==> config.mk <==
export PLATFORM = sky130hd
export DESIGN_NAME = varredura_display
export DESIGN_NICKNAME = d
export VERILOG_FILES = /design/src/rtl/varredura_display.sv
export SDC_FILE = /design/constraint.sdc
export NUM_CORES = 1
export LEC_CHECK = 0
export ABC_AREA = 1
export ABC_CLOCK_PERIOD_IN_PS = 3300
export CORE_ASPECT_RATIO = 0.7
export CORE_MARGIN = 2
export CORE_UTILIZATION = 40
export DETAILED_ROUTE_END_ITERATION = 16
export HOLD_SLACK_MARGIN = 0.1
export MAX_ROUTING_LAYER = met4
export PLACE_DENSITY_LB_ADDON = 0.25
export SLEW_MARGIN = 20
export SYNTH_ARGS = -nofsm -noshare
export SYNTH_HDL_FRONTEND = slang
export SYNTH_SLANG_ARGS = --single-unit
==> constraint.sdc <==
create_clock -name clock -period 3.3 [get_ports clock]
set_input_delay 0.33 -clock clock [delete_from_list [all_inputs] [get_ports clock]]
set_output_delay 0.33 -clock clock [all_outputs]
set_load 0.005 [all_outputs]
==> src/rtl/varredura_display.sv <==
// Digit-scan controller for the multiplexed 7-segment display.
// Synchronises the divider scan strobe, steps a digit index with dead time
// between digits and drives active-low anodes/segments from a per-frame
// snapshot of the digit nibbles.
module varredura_display #(
    parameter int NUM_DIG      = 4,
    parameter int BLANK_CYCLES = 2
) (
    input  logic               clock,
    input  logic               reset,
    input  logic               Sel,
    input  logic [15:0]        digitos,
    input  logic [3:0]         pontos,
    input  logic               apagar_zeros,
    output logic [NUM_DIG-1:0] anodos,
    output logic [6:0]         segmentos,
    output logic               ponto,
    output logic [1:0]         digito_ativo,
    output logic               tick_varredura
);

    typedef enum logic {EXIBE, PAUSA} estado_t;

    // Power-up behaves like a dead-time interval, so the first digit lights
    // only after the counter drains.
    localparam estado_t    ESTADO_RESET = (BLANK_CYCLES == 0) ? EXIBE : PAUSA;
    localparam logic [7:0] CNT_RESET    = 8'(BLANK_CYCLES);
    localparam logic [7:0] CNT_RELOAD   = (BLANK_CYCLES == 0) ? 8'd0 : 8'(BLANK_CYCLES - 1);
    localparam logic [1:0] ULTIMO       = 2'(NUM_DIG - 1);

    logic       s1, s2, s3;
    logic       tick;

    estado_t    estado, estado_n;
    logic [7:0] cnt, cnt_n;
    logic [1:0] indice, indice_n;
    logic [15:0] snap_dig, snap_dig_n;
    logic [3:0]  snap_pt, snap_pt_n;

    logic [NUM_DIG-1:0] anodos_n;
    logic [6:0]         segmentos_n;
    logic               ponto_n;
    logic               apaga_n;

    // Standard a..g patterns, active-high; inverted at the output.
    function automatic logic [6:0] decodifica(input logic [3:0] n);
        logic [6:0] p;
        case (n)
            4'h0: p = 7'h3F;  4'h1: p = 7'h06;  4'h2: p = 7'h5B;  4'h3: p = 7'h4F;
            4'h4: p = 7'h66;  4'h5: p = 7'h6D;  4'h6: p = 7'h7D;  4'h7: p = 7'h07;
            4'h8: p = 7'h7F;  4'h9: p = 7'h6F;  4'hA: p = 7'h77;  4'hB: p = 7'h7C;
            4'hC: p = 7'h39;  4'hD: p = 7'h5E;  4'hE: p = 7'h79;  default: p = 7'h71;
        endcase
        return p;
    endfunction

    // A digit is a leading zero when it and every more significant nibble is
    // zero; a requested decimal point keeps it visible, digit 0 always shows.
    function automatic logic eh_zero_esq(input logic [1:0] i, input logic [15:0] d,
                                         input logic [3:0] p, input logic en);
        logic zeros;
        zeros = 1'b1;
        for (int j = 0; j < 4; j++) begin
            if (j >= int'(i) && d[4*j +: 4] != 4'h0)
                zeros = 1'b0;
        end
        return en && (i != 2'd0) && zeros && !p[i];
    endfunction

    // Two-flop synchroniser plus history flop for rising-edge detection.
    always_ff @(posedge clock or posedge reset) begin
        if (reset) begin
            s1 <= 1'b0;
            s2 <= 1'b0;
            s3 <= 1'b0;
        end else begin
            s1 <= Sel;
            s2 <= s1;
            s3 <= s2;
        end
    end

    assign tick = s2 & ~s3;

    // Next-state logic: advance on a tick in EXIBE, drain dead time in PAUSA
    // (ticks arriving there are ignored), refresh the snapshot on wrap to 0.
    always_comb begin
        estado_n   = estado;
        cnt_n      = cnt;
        indice_n   = indice;
        snap_dig_n = snap_dig;
        snap_pt_n  = snap_pt;
        case (estado)
            EXIBE: begin
                if (tick) begin
                    if (indice == ULTIMO) begin
                        indice_n   = 2'd0;
                        snap_dig_n = digitos;
                        snap_pt_n  = pontos;
                    end else begin
                        indice_n = indice + 2'd1;
                    end
                    if (BLANK_CYCLES != 0) begin
                        estado_n = PAUSA;
                        cnt_n    = CNT_RELOAD;
                    end
                end
            end
            default: begin
                if (cnt == 8'd0)
                    estado_n = EXIBE;
                else
                    cnt_n = cnt - 8'd1;
            end
        endcase
    end

    // Output values derived from next-state so they move with the FSM.
    always_comb begin
        apaga_n     = eh_zero_esq(indice_n, snap_dig_n, snap_pt_n, apagar_zeros);
        anodos_n    = '1;
        segmentos_n = 7'h7F;
        ponto_n     = 1'b1;
        if (estado_n == EXIBE && !apaga_n) begin
            anodos_n[indice_n] = 1'b0;
            segmentos_n        = ~decodifica(snap_dig_n[{indice_n, 2'b00} +: 4]);
            ponto_n            = ~snap_pt_n[indice_n];
        end
    end

    // Scan FSM state, snapshot and registered outputs.
    always_ff @(posedge clock or posedge reset) begin
        if (reset) begin
            estado         <= ESTADO_RESET;
            cnt            <= CNT_RESET;
            indice         <= 2'd0;
            snap_dig       <= 16'h0000;
            snap_pt        <= 4'h0;
            anodos         <= '1;
            segmentos      <= 7'h7F;
            ponto          <= 1'b1;
            digito_ativo   <= 2'd0;
            tick_varredura <= 1'b0;
        end else begin
            estado         <= estado_n;
            cnt            <= cnt_n;
            indice         <= indice_n;
            snap_dig       <= snap_dig_n;
            snap_pt        <= snap_pt_n;
            anodos         <= anodos_n;
            segmentos      <= segmentos_n;
            ponto          <= ponto_n;
            digito_ativo   <= indice_n;
            tick_varredura <= tick;
        end
    end

endmodule

==> flow_metrics.py <==
metrics = {
    "detailed_routing": {
        "drtIter0Drc": 175,
        "vias": 2145,
        "postRouteAntennaNets": 0,
        "drc": 0,
        "routedWlPerCell_microns": 12.4,
        "drt-pass1-iter-count": 4,
        "viasPerCell": 4.70,
        "drt_wl_total_microns": 5650,
    },
    "placement": {
        "dp_slack_ns": 0.529,
        "hpwl_microns": 4180,
        "port_buffers": 38,
        "place_congestion": 0.895,
    },
    "global_routing": {
        "gr-total-overflow": 0,
        "grt.total_usage_pct": 18.0,
        "grt_max_degree": 48,
        "grt_pass1_vias": 2000,
        "antenna_found_initial": 0,
        "grt_pass1_wl_microns": 9690,
    },
    "worst_setup_path": {
        "crit_slowest_cell": "dfrtp_1",
        "setup.worst_path.start_class": "flop",
        "r2r_start": "indice[0]",
        "path_max_fanout": 20,
        "worstSetupEndpointType": "flop",
        "slowest_delay_ns": 0.43,
        "crit_chain": "ha_1 > inv_1 > nor2_4 > nand2_2 > nand2_1 > nand2_1 > nor2_1 > nor2_1 > nor2_1 > inv_1 > ha_1 > nand2_1 > nand2_1 > nand2_1 > nand2_1 > inv_1 > nand2_1",
        "critPathTopFamily": "simple AND/OR/NAND/NOR gates",
        "critPathRequiredTime_ns": 3.53,
        "path_class": "reg -> reg",
        "cpMostUsedCell": "nand2_1",
        "cp_data_arrival_time_ns": 3.02,
        "cp-startpoint": "indice[0]",
        "critical_path_buf_inv_count": 3,
    },
    "logic_synthesis": {
        "synthDistinctLibCells": 23,
        "synth-seq-cells": 47,
        "syn_inst": 339,
        "avgSynthCellArea_sq_um": 7.58,
        "synth.cell_area_sq_mm": 0.00257,
        "ys_seq_area_share_pct": 46.5,
        "syn_nets": 372,
        "ys_warn_count": 0,
    },
    "cts": {
        "cts_setup_buffers": 0,
        "cts_max_level": 2,
        "cts_sinks": 47,
        "clkLatencyLatePin_ns": 0.30,
        "hold_buffers": 0,
        "cts_made_buffers": 5,
        "clk_pin_slew_ns": 0.09,
        "cts.repair.resized": 0,
        "clockBufferDepth": 2,
        "cts-root-buf": "clkbuf_8",
        "cts_tree": "done",
    },
    "die": {
        "coreArea_sq_mm": 0.00622,
        "rows": 24,
        "dieArea_sq_mm": 0.00709,
        "die_y_microns": 71.0,
        "dieWidth_microns": 99.8,
        "ios": 39,
        "start_util_pct": 41.3,
    },
    "timing": {
        "fin_setup_tns_ns": 0,
        "finalSetupViolCount": 0,
        "rsz0062_at_grt": "no",
        "skew_ns": 0.00714,
        "tightestPinTransition_ns": 0.786,
        "relSlewSlack_pct": 47.5,
        "slew_violations": 0,
        "worst_slack_ns": 0.509,
        "min_period_ns": 2.79,
        "fmax_mhz": 358,
        "fin_crit_sh_pct": 84.6,
        "finalHoldViolCount": 0,
    },
    "power_and_ir_drop": {
        "peakVddDrop_mv": 0.449,
        "powerDensity_mw_per_mm2": 1000,
        "leakage_uw": 0.00156,
    },
    "layout": {
        "final_cell_mix": "127 x nand2_1, 41 x nand3_1, 38 x clkdlybuf4s50_1, 37 x inv_1, 33 x dfrtp_1",
        "areaGrowthSynthToFinish_pct": 20.8,
        "multiInputGateArea_sq_mm": 0.00115,
        "drive_above_1_share_pct": 10.6,
        "seq_area_sq_mm": 0.00119,
        "fillers": 611,
        "diodes": 0,
        "mostFrequentLayoutCell": "nand2_1",
        "nets": 410,
    },
    "min_path": {
        "hold_class": "reg -> reg",
        "min_from": "s1",
    },
    "status": {
        "status": "finished, final reports clean",
    },
    "run": {
        "maxCapViolCount": 0,
    },
}
## layer usage
layer	vias to the layer above	track usage (%)	part of all wire (%)
li1	1139	-	-
met1	948	27.1	56
met2	53	24.3	38
met3	5	3.85	5.4
met4	0	4.87	0.90
met5	-	-	0
## path summary, 6_finish.rpt
kind / cells past startpoint / slack, ns / to
max: 17 / 0.51 / segmentos[3]
min: 0 / 0.36 / s2
max reg2reg: 17 / 0.51 / segmentos[3]
min reg2reg: 0 / 0.36 / s2
max in group asynchronous: 2 / 2.36 / snap_dig[13]
min in group asynchronous: 2 / 0.46 / tick_varredura
## per-stage QoR
step / cells / total power, uW / utilization [%] / instance area, sq um / hold WS (ns)
6_report: 456 / 3110 / 49.9 / 3100 / 0.355
5_1_grt: 456 / 3440 / 49.9 / 3100 / 0.377
4_1_cts: 456 / 3110 / 49.9 / 3100 / 0.359
3_5_place_dp: 448 / 2670 / 48.1 / 2990 / 0.338
3_3_place_gp: 448 / 2640 / 48.1 / 2990 / 0.332
2_1_floorplan: 339 / 2220 / - / 2570 / 0.331
## power by group
group | internal, uW | leakage, uW | total, uW | switching [uW]
sequential | 867 | 0.000529 | 964 | 97.0
combinational | 608 | 0.000977 | 1720 | 1110
clock | 226 | 0.0000581 | 426 | 200
## registers in the layout (all words and copies together) (netlist names)
register        cells
snap_dig           16
tick_varredura      1
cnt                 8
ponto               1
segmentos           7
s3                  1
estado              1
snap_pt             4
indice              2
s1                  1
s2                  1
anodos              4
## worst reg2reg max path, delay by kind of cell (launching register included)
kind	cells	cell delay, ns
DFF	1	0.43
and+or+nand+nor	12	1.63
adders and majority gates	2	0.40
buffers and inverters	3	0.27
## cell usage after synthesis
library cell / number / area, sq um
o21ai_0: 13 / 65.1
dfstp_2: 14 / 368
inv_2: 4 / 15.0
buf_2: 1 / 5.00
dfrtp_1: 33 / 826
nor2_1: 20 / 75.1
and2_1: 1 / 6.26
nor3_1: 1 / 5.00
nand3_1: 41 / 205
nand3_2: 2 / 20.0
buf_4: 5 / 37.5
a21oi_1: 3 / 15.0
nand4_1: 6 / 37.5
nand2_2: 5 / 31.3
buf_6: 2 / 22.5
o21ai_1: 2 / 10.0
nor2_4: 2 / 22.5
o22ai_1: 1 / 6.26
inv_1: 38 / 143
nand3b_1: 6 / 45.0
ha_1: 9 / 113
nor2_2: 3 / 18.8
nand2_1: 127 / 477
## area by class of cell
class                   count  share of cell area, %
multi-input cells         242                   37.1
inverters                  42                   5.12
well taps                  78                   3.15
repair buffers             39                   12.5
flip-flops and latches     47                   38.5
clock buffers               5                   2.22
clock inverters             3                   1.41
## logic make-up (layout without fill, tap and decap cells)
logic type / Yosys count / count (layout) / share of synthesized area (%)
adders and majority gates: 9 / 9 / 4.38
buffers and inverters: 50 / 89 / 8.67
DFF: 47 / 47 / 46.5
AOI/OAI and AO/OA: 19 / 19 / 3.75
and+or+nand+nor: 214 / 214 / 36.7
Note: power is estimated with default switching activity, not from simulation.
